==> src/rtl/shift_sub_divider_if.sv <==
// Purpose: request/result bundle for the shift-and-subtract divider, plus next-state observation taps.
// Latency: none, wires only.
// Backpressure: none; the requester freezes the divider through stall, and the divider has no ready.
interface shift_sub_divider_if #(
    parameter int WIDTH = 4
);
    logic             in_valid;
    logic             stall;
    logic [WIDTH-1:0] dividend;
    logic [WIDTH-1:0] divisor;
    logic [WIDTH-1:0] quotient;
    logic [WIDTH-1:0] remainder;
    logic             out_valid;
    logic             busy;
    logic [WIDTH-1:0] q_reg_next;
    logic [WIDTH:0]   rem_reg_next;
    logic [WIDTH-1:0] dvsr_reg_next;
    logic             finish_next;

    // Requester side: issues operands and stall, and observes results.
    modport master (
        output in_valid, stall, dividend, divisor,
        input  quotient, remainder, out_valid, busy,
        input  q_reg_next, rem_reg_next, dvsr_reg_next, finish_next
    );

    // Divider side.
    modport slave (
        input  in_valid, stall, dividend, divisor,
        output quotient, remainder, out_valid, busy,
        output q_reg_next, rem_reg_next, dvsr_reg_next, finish_next
    );
endinterface

==> src/rtl/shift_sub_divider.sv <==
// Purpose: iterative restoring unsigned divider, with an early exit for a zero divisor or a dividend smaller than the divisor.
// Latency: the result appears 1 cycle after accept on the early exit and WIDTH cycles otherwise; each stall cycle adds one.
// Backpressure: stall freezes all state; in_valid is only sampled in IDLE and there is no ready output.
module shift_sub_divider #(
    parameter int WIDTH     = 4,
    parameter int WIDTH_LOG = 2
) (
    input logic                 clk,
    input logic                 rst,
    shift_sub_divider_if.slave  bus
);

    typedef enum logic [1:0] {
        IDLE = 2'd0,
        RUN  = 2'd1,
        DONE = 2'd2
    } state_t;

    localparam logic [WIDTH_LOG:0] LAST_ITER = (WIDTH_LOG + 1)'(WIDTH - 1);

    state_t             state, state_nxt;
    logic [WIDTH-1:0]   q_reg, q_nxt;
    logic [WIDTH:0]     rem_reg, rem_nxt;
    logic [WIDTH-1:0]   dvsr_reg, dvsr_nxt;
    logic [WIDTH_LOG:0] cnt, cnt_nxt;
    logic               out_valid_reg, fin_nxt;

    // Trial value: the partial remainder shifted left, with the next dividend bit brought in.
    // rem_reg stays below the divisor, so its top bit is always zero. Keeping that bit in the
    // compare costs nothing and keeps the comparison honest if that invariant is ever broken.
    logic [WIDTH+1:0]   trial;
    logic               take;

    assign trial = {rem_reg, q_reg[WIDTH-1]};
    assign take  = (trial >= {2'b00, dvsr_reg});

    // Next-state and datapath decode. This is the unstalled next value, which the taps expose.
    always_comb begin
        state_nxt = state;
        q_nxt     = q_reg;
        rem_nxt   = rem_reg;
        dvsr_nxt  = dvsr_reg;
        cnt_nxt   = cnt;
        fin_nxt   = 1'b0;
        case (state)
            IDLE: begin
                if (bus.in_valid) begin
                    q_nxt     = bus.dividend;
                    dvsr_nxt  = bus.divisor;
                    rem_nxt   = '0;
                    cnt_nxt   = '0;
                    state_nxt = RUN;
                end
            end
            RUN: begin
                if (cnt == '0 && dvsr_reg == '0) begin
                    // Division by zero: quotient saturates and the dividend is passed through as the remainder.
                    q_nxt     = '1;
                    rem_nxt   = {1'b0, q_reg};
                    state_nxt = DONE;
                    fin_nxt   = 1'b1;
                end else if (cnt == '0 && q_reg < dvsr_reg) begin
                    // Dividend smaller than divisor: the answer is known without iterating.
                    q_nxt     = '0;
                    rem_nxt   = {1'b0, q_reg};
                    state_nxt = DONE;
                    fin_nxt   = 1'b1;
                end else begin
                    if (take) begin
                        rem_nxt = (WIDTH + 1)'(trial - {2'b00, dvsr_reg});
                        q_nxt   = {q_reg[WIDTH-2:0], 1'b1};
                    end else begin
                        rem_nxt = trial[WIDTH:0];
                        q_nxt   = {q_reg[WIDTH-2:0], 1'b0};
                    end
                    cnt_nxt = cnt + 1'b1;
                    if (cnt == LAST_ITER) begin
                        state_nxt = DONE;
                        fin_nxt   = 1'b1;
                    end
                end
            end
            DONE: begin
                state_nxt = IDLE;
            end
            default: begin
                state_nxt = IDLE;
            end
        endcase
    end

    // State register. Reset wins over stall, and stall holds everything, including the result strobe.
    always_ff @(posedge clk) begin
        if (rst) begin
            state         <= IDLE;
            q_reg         <= '0;
            rem_reg       <= '0;
            dvsr_reg      <= '0;
            cnt           <= '0;
            out_valid_reg <= 1'b0;
        end else if (!bus.stall) begin
            state         <= state_nxt;
            q_reg         <= q_nxt;
            rem_reg       <= rem_nxt;
            dvsr_reg      <= dvsr_nxt;
            cnt           <= cnt_nxt;
            out_valid_reg <= fin_nxt;
        end
    end

    assign bus.quotient      = q_reg;
    assign bus.remainder     = rem_reg[WIDTH-1:0];
    assign bus.out_valid     = out_valid_reg;
    assign bus.busy          = (state != IDLE);
    assign bus.q_reg_next    = q_nxt;
    assign bus.rem_reg_next  = rem_nxt;
    assign bus.dvsr_reg_next = dvsr_nxt;
    assign bus.finish_next   = fin_nxt;

endmodule
==> src/flat_wrapper.sv <==
// flat-port wrapper written by rule: the top's interface ports become plain ports
module shift_sub_divider_flat 
#(
    parameter int WIDTH     = 4,
    parameter int WIDTH_LOG = 2
)
  (clk, rst, bus_in_valid, bus_stall, bus_dividend, bus_divisor, bus_quotient, bus_remainder, bus_out_valid, bus_busy, bus_q_reg_next, bus_rem_reg_next, bus_dvsr_reg_next, bus_finish_next);
  shift_sub_divider_if #(.WIDTH(WIDTH)) bus_i ();
  input logic clk;
  input logic rst;
  input wire logic [$bits(bus_i.in_valid)-1:0] bus_in_valid;
  input wire logic [$bits(bus_i.stall)-1:0] bus_stall;
  input wire logic [$bits(bus_i.dividend)-1:0] bus_dividend;
  input wire logic [$bits(bus_i.divisor)-1:0] bus_divisor;
  output wire logic [$bits(bus_i.quotient)-1:0] bus_quotient;
  output wire logic [$bits(bus_i.remainder)-1:0] bus_remainder;
  output wire logic [$bits(bus_i.out_valid)-1:0] bus_out_valid;
  output wire logic [$bits(bus_i.busy)-1:0] bus_busy;
  output wire logic [$bits(bus_i.q_reg_next)-1:0] bus_q_reg_next;
  output wire logic [$bits(bus_i.rem_reg_next)-1:0] bus_rem_reg_next;
  output wire logic [$bits(bus_i.dvsr_reg_next)-1:0] bus_dvsr_reg_next;
  output wire logic [$bits(bus_i.finish_next)-1:0] bus_finish_next;
  assign bus_i.in_valid = bus_in_valid;
  assign bus_i.stall = bus_stall;
  assign bus_i.dividend = bus_dividend;
  assign bus_i.divisor = bus_divisor;
  assign bus_quotient = bus_i.quotient;
  assign bus_remainder = bus_i.remainder;
  assign bus_out_valid = bus_i.out_valid;
  assign bus_busy = bus_i.busy;
  assign bus_q_reg_next = bus_i.q_reg_next;
  assign bus_rem_reg_next = bus_i.rem_reg_next;
  assign bus_dvsr_reg_next = bus_i.dvsr_reg_next;
  assign bus_finish_next = bus_i.finish_next;
  shift_sub_divider #(.WIDTH(WIDTH), .WIDTH_LOG(WIDTH_LOG)) u_core (.clk(clk), .rst(rst), .bus(bus_i));
endmodule
==> config.mk <==
export PLATFORM = sky130hd
export DESIGN_NAME = shift_sub_divider_flat
export DESIGN_NICKNAME = d
export VERILOG_FILES = /design/src/rtl/shift_sub_divider_if.sv /design/src/rtl/shift_sub_divider.sv /design/src/flat_wrapper.sv
export SDC_FILE = /design/constraint.sdc
export NUM_CORES = 1
export LEC_CHECK = 0
export CORE_MARGIN = 2
export CORE_UTILIZATION = 56
export CTS_BUF_LIST = sky130_fd_sc_hd__clkbuf_2
export CTS_CLUSTER_SIZE = 40
export DETAILED_ROUTE_END_ITERATION = 8
export GPL_TIMING_DRIVEN = 0
export PLACE_DENSITY = 0.88
export SKIP_LAST_GASP = 1
export SYNTH_ARGS = -nofsm -noshare
export SYNTH_HDL_FRONTEND = slang
export SYNTH_SLANG_ARGS = --single-unit
==> constraint.sdc <==
create_clock -name clk -period 3.7 [get_ports clk]
set_input_delay 0.555 -clock clk [delete_from_list [all_inputs] [get_ports clk]]
set_output_delay 0.555 -clock clk [all_outputs]
set_load 0.03 [all_outputs]
==> results_dict.tcl, run 1 <==
set metrics [dict create \
    yosys_warnings 0 \
    post_synth.cell_area_avg_sq_um 7.77 \
    critPathSlowestCell "clkdlybuf4s50_1" \
    multiInputGateArea_sq_um 1050 \
    ys_top_cells_by_area "dfxtp_1, ha_1, nand2_1" \
    power.combinational.fraction 0.532 \
    setup-tns-final_ns 0 \
    ir_worst_vdd_mv 0.323 \
    grt_max_degree 11 \
    drt_first_pass_iters 4 \
    cell_breakdown_of_the_critical_path "inv_1 > ha_1 > inv_1 > fa_1 > a21oi_2 > o211ai_4 > a211oi_1 > o31ai_1 > clkdlybuf4s50_1" \
    die_height_um 56.8 \
    synthesis.nets 224 \
    antenna_cells_inserted 0 \
    report.final.hold_viol_count 0 \
    via_count_of_the_first_global_routing_pass 1540 \
    num_vias 1652 \
    power.share.clock 0.135 \
    crit_path_max_fanout 10 \
    postSynth.topFlopCell "dfxtp_1" \
    clock-sinks 19 \
    htree_levels 1 \
    number_of_violations_reported_at_the_end_of_detailed_routing_iteration_0 107 \
    cts_inserted_buffers 3 \
    yosys_reg_bits 19 \
    yosysSeqAreaShare 0.244 \
    critical_path_buf_inv_count 3 \
    synth_area_sq_um 1560 \
    slew-limit-headroom 0.661 \
    fp-row-count 19 \
    grt_pass1_wl_um 7200 \
    critical-path-top-delay-family "buffers and inverters" \
    dr_vias_cell 6.12 \
    initial_util 0.576 \
    layout_min_cycle_time_ns 3.48 \
    clock_tree.root_cell "clkbuf_2" \
    yosys.area.top_type "dfxtp_1" \
    synth_top_area_share 0.244 \
    areaGrowthSynthToFinish_pct 26.3 \
    power_per_cell_area_nw_per_um2 365 \
    power.sequential.fraction 0.334 \
    timing_max_transition_violations_final 0 \
    synthArstFlopShare 0 \
    detail-route-antenna-nets 0 \
    grt_antenna_before_repair 0 \
    all_layer_gr_usage 0.279 \
    cap_violations 0 \
    drt_total_wl_um 4120 \
    internal_power_mw 0.397 \
    post-synth-top-count-cell "nand2_1" \
    layout_worst_path_cycle_share 0.940 \
    design.core.area_sq_um 2710 \
    synth-edff-count 0 \
    critical_path.endpoint_type "output pin" \
    synthDistinctLibCells 45 \
    path_common_cell "inv_1" \
    power.share.switching 0.449 \
    rsz0062_at_grt "no" \
    worst_skew_pair.late_latency_ns 0.32 \
    worst-r2r-setup-slack_ns 1.58 \
    cts_tree "built" \
    die_ar_sq_um 3230 \
    globalplace.congestion 0.890 \
    synth_commonest_cells "nand2_1, dfxtp_1, inv_1" \
    layout-drive-gt1-share 0.130 \
    worst_path_largest_cell_delay_ns 0.71 \
    overflow 0 \
    timing_worst_slew_pin_value_ns 0.509 \
    clockBufferDepth 2 \
    leakage_power_nw 0.805 \
    seqCellArea_sq_um 382 \
    report.final.setup_viol 0 \
    route.detailed.wl_per_inst_um 15.2 \
    required_ns 3.14 \
    cts.repair_timing.setup_buffer_count 0 \
    power.total_mw 0.720 \
    timing.fmax_mhz 288 \
    nNetsFinal 263 \
    detailed_place_hpwl_um 3140 \
    residual_drc 0 \
    cts.clk_slew.worst_paths_ns 0.20 \
    status "finished, final reports clean" \
    fin_clk_skew_ns 0.0133 \
    final.fill_count 217 \
    critical_path_arrival_ns 2.92 \
    largest_register_ffs 5 \
    ios 36 \
    worst-setup-path-type "register to output pin" \
    critical_path.startpoint_type "register" \
    worstHoldPathType "register to register" \
    netSwitchingPower_mw 0.323 \
    portBuffers 34 \
    dieWidth_um 56.8 \
    syn_inst 201 \
]
-- power by group through the flow --
stage / clock [mW] / combinational [mW] / sequential (mW)
floorplan: 0 / 0.259 / 0.245
global route: 0.107 / 0.415 / 0.242
finish: 0.0969 / 0.383 / 0.240
detailed placement: 0 / 0.377 / 0.243
global placement: 0 / 0.373 / 0.242
CTS: 0.0970 / 0.380 / 0.239
-- worst min-delay path, cell delays in order, from the launching register on --
cell and delay, ns:
dfxtp_1 0.35, nand2_1 0.06, o22ai_1 0.07
-- per-layer routing --
metal,GRT usage,part of all wire,vias up
met1,0.400,0.47,769
met2,0.425,0.45,72
met4,0.106,0.019,0
met5,0,0,-
met3,0.0346,0.064,10
li1,-,-,801
-- final timing paths --
check	cells past startpoint	startpoint	end
min reg2reg	2	u_core.bus.out_valid	u_core.bus.out_valid
min	2	u_core.bus.out_valid	u_core.bus.out_valid
max	9	u_core.bus.quotient[3]	bus_q_reg_next[0]
max reg2reg	7	u_core.dvsr_reg[0]	u_core.rem_reg[2]
-- layout by cell type, fill, tap and decap left out, types with 6 or more instances in the layout --
| cell type | count |
|---|---|
| ha_1 | 10 |
| mux2i_1 | 8 |
| buf_4 | 6 |
| inv_1 | 15 |
| dfxtp_1 | 18 |
| nor2_1 | 12 |
| o21ai_0 | 14 |
| a21oi_1 | 6 |
| nand2_1 | 26 |
| o211ai_1 | 7 |
| clkdlybuf4s50_1 | 30 |
| o22ai_1 | 6 |
| a31oi_1 | 7 |
-- through the flow --
step	instance area [sq um]	hold slack [ns]	std cells	utilization	setup slack (ns)
floorplan	1560	0.455	201	-	0.662
global placement	1940	0.474	266	0.716	0.450
detailed placement	1940	0.476	266	0.716	0.428
CTS	1960	0.505	270	0.723	0.0386
global route	1970	0.538	270	0.728	0.00926
finish	1970	0.501	270	0.728	0.223
-- area by class of cell --
class,instances,share of cell area
Buffer,12,0.0355
Clock buffer,4,0.0102
Inverter,15,0.0286
Multi-Input combinational cell,155,0.535
Sequential cell,19,0.194
Tap cell,31,0.0197
Timing Repair Buffer,34,0.178
-- timing repair --
item / in CTS / in global routing
hold buffers: 0 / 0
gates resized for setup: 0 / 5
setup endpoints to repair: 0 / 5
-- cell families after synthesis --
group	Yosys count	share of synthesized area
AOI/OAI and AO/OA	59	0.260
xor gates and xnor gates	2	0.0112
adders and majority gates	11	0.0929
buffers and inverters	27	0.0809
DFF	19	0.244
muxes	11	0.0753
and+or+nand+nor	72	0.236
No activity file was read; power rests on OpenSTA's default activity.
==> run 2: changes to the inputs <==
--- a/config.mk
+++ b/config.mk
@@ -11,8 +11,10 @@
 export CTS_CLUSTER_SIZE = 40
 export DETAILED_ROUTE_END_ITERATION = 8
 export GPL_TIMING_DRIVEN = 0
+export MAX_ROUTING_LAYER = met4
 export PLACE_DENSITY = 0.88
 export SKIP_LAST_GASP = 1
 export SYNTH_ARGS = -nofsm -noshare
 export SYNTH_HDL_FRONTEND = slang
 export SYNTH_SLANG_ARGS = --single-unit
+export TNS_END_PERCENT = 1
==> run 2 against run 1 <==
  * The run now ends with negative setup slack left
  * Sequential share of layout area about the same
  * Non-clock buffer count unchanged
  * Clock power increased by 0.8%
  * Combinational power about the same
  * Hold slack about the same
  * Global-route usage increased by 0.72 points
  * Via count increased by 0.30%
  * Routed wire length decreased by 0.41%
  * Utilization decreased by 0.32 points
==> results_dict.tcl, run 2 (same netlist as run 1, synthesis figures left out) <==
set metrics [dict create \
    critical_path.endpoint_type "output pin" \
    timing_worst_slew_pin_value_ns 0.524 \
    die_height_um 56.8 \
    place.detailed.instances 266 \
    report.final.hold_viol_count 0 \
    rsz0062_at_grt "yes" \
    number_of_violations_reported_at_the_end_of_detailed_routing_iteration_0 71 \
    layout_worst_path_cycle_share 1.01 \
    detailed_place_hpwl_um 3140 \
    clock_tree.root_cell "clkbuf_2" \
    via_count_of_the_first_global_routing_pass 1545 \
    layout-drive-gt1-share 0.126 \
    num_vias 1657 \
    worst-setup-path-type "register to output pin" \
    dr_vias_cell 6.14 \
    design.core.area_sq_um 2710 \
    hold-worst-slack_ns 0.501 \
    instances_no_fill 270 \
    areaGrowthSynthToFinish_pct 25.7 \
    crit_path_max_fanout 10 \
    clockBufferDepth 2 \
    required_ns 3.14 \
    leakage_power_nw 0.751 \
    antenna_cells_inserted 0 \
    critical_path.startpoint_type "register" \
    cts_inserted_buffers 3 \
    fin_ws_ns -0.0203 \
    initial_util 0.576 \
    drt_total_wl_um 4100 \
    globalplace.congestion 0.905 \
    power_per_cell_area_nw_per_um2 367 \
    all_layer_gr_usage 0.286 \
    fp-row-count 19 \
    portBuffers 34 \
    htree_levels 1 \
    detail-route-antenna-nets 0 \
    layout.cells.most_common_list "clkdlybuf4s50_1, nand2_1, dfxtp_1" \
    layout.cells.most_common "clkdlybuf4s50_1" \
    fin_clk_skew_ns 0.0118 \
    grt_antenna_before_repair 0 \
    worstHoldPathType "register to register" \
    cts_tree "built" \
    timing.fmax_mhz 269 \
    residual_drc 0 \
    hold_buffers 0 \
    worst_r2r_path_depth 9 \
    critical_path_arrival_ns 3.17 \
    ir_worst_vdd_mv 0.321 \
    ios 36 \
    drt_first_pass_iters 4 \
    status "complete, but fails checks" \
    largest_register_ffs 5 \
    timing_max_transition_violations_final 0 \
    overflow 0 \
    cap_violations 0 \
    report.final.setup_viol 1 \
    final.fill_count 220 \
    setup-tns-final_ns -0.0203 \
    die_ar_sq_um 3230 \
    nNetsFinal 263 \
    grt_max_degree 11 \
    route.detailed.wl_per_inst_um 15.2 \
    violations "negative setup slack" \
    grt_pass1_wl_um 7200 \
    cts.clk_slew.worst_paths_ns 0.20 \
    worst_skew_pair.late_latency_ns 0.32 \
    min_path_cells 2 \
    dieWidth_um 56.8 \
    slew-limit-headroom 0.651 \
    clock-sinks 19 \
    layout_min_cycle_time_ns 3.72 \
    power.total_mw 0.720 \
]
==> run 2: cell count changes in the layout (fill, tap and decap cells not counted), sizes merged <==
| cell | previous run | this run |
|---|---|---|
| dlymetal6s2s | 4 | 1 |
| clkdlybuf4s50 | 30 | 33 |
==> run 2: final timing paths <==
kind	start	end	slack, ns
min reg2reg	u_core.bus.out_valid	u_core.bus.out_valid	0.50
max reg2reg	u_core.bus.quotient[3]	u_core.rem_reg[1]	1.50
min	u_core.bus.out_valid	u_core.bus.out_valid	0.50
max	u_core.bus.quotient[3]	bus_rem_reg_next[2]	-0.02
==> run 2: per-layer routing <==
layer  vias up  wire [um]  GRT usage  share of wire
li1        803          -          -              -
met1       773       1910      0.400           0.47
met2        68       1850      0.427           0.45
met3        13        238     0.0300          0.058
met4         0        103      0.106          0.025
met5         -          0          -              0
==> run 2: through the flow <==
stage          utilization  setup slack (ns)  area, sq um
2_1_floorplan            -             0.662         1560
3_3_place_gp         0.716             0.450         1940
3_5_place_dp         0.716             0.428         1940
4_1_cts              0.723            0.0386         1960
5_1_grt              0.724            -0.126         1960
6_report             0.724           -0.0203         1960
==> run 2: layout make-up <==
class,count,area (sq um),share of cell area
Buffer,12,70.1,0.0357
Multi-Input combinational cell,155,1050,0.537
Timing Repair Buffer,34,343,0.175
Inverter,15,56.3,0.0287
Tap cell,31,38.8,0.0198
Sequential cell,19,380,0.194
Clock buffer,4,20.0,0.0102
==> run 2: worst max-delay path: stages, from the launching register on <==
cell and delay [ns]:
dfxtp_1 0.46, inv_1 0.10, ha_1 0.14, inv_1 0.06, fa_1 0.41, a21oi_2 0.22
o211ai_4 0.17, nand2_1 0.11, o2111ai_1 0.18, o221ai_1 0.28, clkdlybuf4s50_1 0.71
==> run 2: timing repair <==
action	in CTS	in global routing
endpoints found under the hold margin	0	0
setup endpoints to repair	0	5
resized for setup	0	1
setup buffers	0	0
==> run 2: report_power, final <==
| group | switching (mW) | internal (mW) |
|---|---|---|
| Sequential | 0.0213 | 0.218 |
| Combinational | 0.233 | 0.150 |
| Clock | 0.0691 | 0.0286 |
==> run 3: changes to the inputs <==
--- a/config.mk
+++ b/config.mk
@@ -6,13 +6,12 @@
 export NUM_CORES = 1
 export LEC_CHECK = 0
 export CORE_MARGIN = 2
-export CORE_UTILIZATION = 56
-export CTS_BUF_LIST = sky130_fd_sc_hd__clkbuf_2
+export CORE_UTILIZATION = 54
 export CTS_CLUSTER_SIZE = 40
 export DETAILED_ROUTE_END_ITERATION = 8
 export GPL_TIMING_DRIVEN = 0
 export MAX_ROUTING_LAYER = met4
-export PLACE_DENSITY = 0.88
+export PLACE_DENSITY = 0.85
 export SKIP_LAST_GASP = 1
 export SYNTH_ARGS = -nofsm -noshare
 export SYNTH_HDL_FRONTEND = slang
==> run 3 against run 2 <==
  * The run now ends clean
  * Worst setup slack gained 0.12 ns
  * Die area grew 3.4%
  * Sequential share of layout area shrank 0.062 points
  * Global-route usage shrank 2.2 points
  * Clock skew shrank 0.0047 ns
  * Register-to-register slack gained 0.02 ns
  * Maximum frequency grew 3.4%
  * Utilization shrank 1.0 points
  * Clock-buffer cell count is the same
  * Critical path type unchanged
  * Largest power group unchanged
==> results_dict.tcl, run 3 (same netlist as run 1, synthesis figures left out) <==
set metrics [dict create \
    power_per_cell_area_nw_per_um2 372 \
    place.detailed.instances 266 \
    cts.clk_slew.worst_paths_ns 0.11 \
    grt_antenna_before_repair 0 \
    die_height_um 57.8 \
    status "finished, final reports clean" \
    grt_max_degree 11 \
    antenna_cells_inserted 0 \
    cts_inserted_buffers 3 \
    critical_path.endpoint_type "output pin" \
    drt_first_pass_iters 4 \
    hold_buffers 0 \
    design.core.area_sq_um 2760 \
    overflow 0 \
    crit_path_max_fanout 10 \
    clock_tree.root_cell "clkbuf_4" \
    layout-drive-gt1-share 0.121 \
    worstHoldPathType "register to register" \
    multiInputGateArea_sq_um 1050 \
    largest_register_ffs 5 \
    initial_util 0.566 \
    layout.cells.most_common_list "clkdlybuf4s50_1, nand2_1, dfxtp_1" \
    fin_ws_ns 0.100 \
    rsz0062_at_grt "yes" \
    number_of_violations_reported_at_the_end_of_detailed_routing_iteration_0 51 \
    clock-sinks 19 \
    critical_path.startpoint_type "register" \
    timing_worst_slew_pin_value_ns 0.535 \
    slew-limit-headroom 0.643 \
    num_vias 1618 \
    detail-route-antenna-nets 0 \
    worst_skew_pair.late_latency_ns 0.31 \
    dieWidth_um 57.8 \
    clockBufferDepth 2 \
    worst-setup-path-type "register to output pin" \
    ios 36 \
    globalplace.congestion 0.893 \
    nNetsFinal 263 \
    htree_levels 1 \
    via_count_of_the_first_global_routing_pass 1439 \
    cap_violations 0 \
    grt_pass1_wl_um 6690 \
    dp_worst_setup_slack_ns 0.464 \
    leakage_power_nw 0.749 \
    fin_clk_skew_ns 0.00712 \
    layout.cells.most_common "clkdlybuf4s50_1" \
    report.final.setup_viol 0 \
    report.final.hold_viol_count 0 \
    route.detailed.wl_per_inst_um 15.2 \
    final_core_utilization 0.714 \
    residual_drc 0 \
    die_ar_sq_um 3340 \
    timing.fmax_mhz 278 \
    required_ns 3.14 \
    cts_tree "built" \
    final.fill_count 215 \
    portBuffers 34 \
    drt_total_wl_um 4100 \
    seqCellArea_sq_um 380 \
    areaGrowthSynthToFinish_pct 26.1 \
    timing_max_transition_violations_final 0 \
    instances_no_fill 270 \
    fp-row-count 19 \
    layout_worst_path_cycle_share 0.973 \
    layout_min_cycle_time_ns 3.60 \
    critical_path_arrival_ns 3.04 \
    ir_worst_vdd_mv 0.305 \
    dr_vias_cell 5.99 \
    all_layer_gr_usage 0.264 \
    detailed_place_hpwl_um 3150 \
]
## run 3: layout make-up
cell class | count | area share
Inverter | 15 | 0.0286
Clock buffer | 4 | 0.0133
Multi-Input combinational cell | 155 | 0.536
Buffer | 12 | 0.0356
Timing Repair Buffer | 34 | 0.174
Sequential cell | 19 | 0.193
Tap cell | 31 | 0.0197
## run 3: per-stage QoR
| stage | area [sq um] | setup TNS (ns) | hold slack [ns] | power [mW] |
|---|---|---|---|---|
| 5_1_grt | 1970 | -0.166 | 0.527 | 0.771 |
| 4_1_cts | 1970 | 0 | 0.494 | 0.728 |
| 3_5_place_dp | 1940 | 0 | 0.470 | 0.620 |
| 6_report | 1970 | 0 | 0.495 | 0.733 |
| 2_1_floorplan | 1560 | 0 | 0.455 | 0.505 |
| 3_3_place_gp | 1940 | 0 | 0.476 | 0.619 |
## run 3: timing repair
action,in CTS,in global routing
buffers inserted,0,0
gates resized for setup,0,1
endpoints found under the setup margin,0,5
## run 3: worst max-delay path, stage by stage (launching register included)
cell	delay (ns)
dfxtp_1	0.43
inv_1	0.10
ha_1	0.14
inv_1	0.06
fa_1	0.41
a21oi_2	0.21
o211ai_4	0.17
nor2_2	0.16
a2111oi_2	0.07
o31ai_1	0.27
clkdlybuf4s50_1	0.71
## run 3: layer usage
metal  share of wire  GRT usage  wire [um]  vias up
li1                -          -          -      800
met2            0.45      0.393       1830       78
met3           0.063     0.0201        259       11
met1            0.47      0.366       1920      729
met5               0          -          0        -
met4           0.022      0.120         91        0
## run 3: power by group
group,total [mW],internal [mW],switching [mW]
clock network,0.111,0.0422,0.0688
logic,0.384,0.150,0.234
registers,0.238,0.218,0.0199
total,0.733,0.410,0.323
## run 3: path summary, 6_finish.rpt
kind	start	to	slack [ns]	cells after the start
max	u_core.bus.quotient[3]	bus_rem_reg_next[3]	0.10	10
min	u_core.bus.out_valid	u_core.bus.out_valid	0.49	2
min reg2reg	u_core.bus.out_valid	u_core.bus.out_valid	0.49	2
max reg2reg	u_core.bus.quotient[3]	u_core.rem_reg[1]	1.52	9
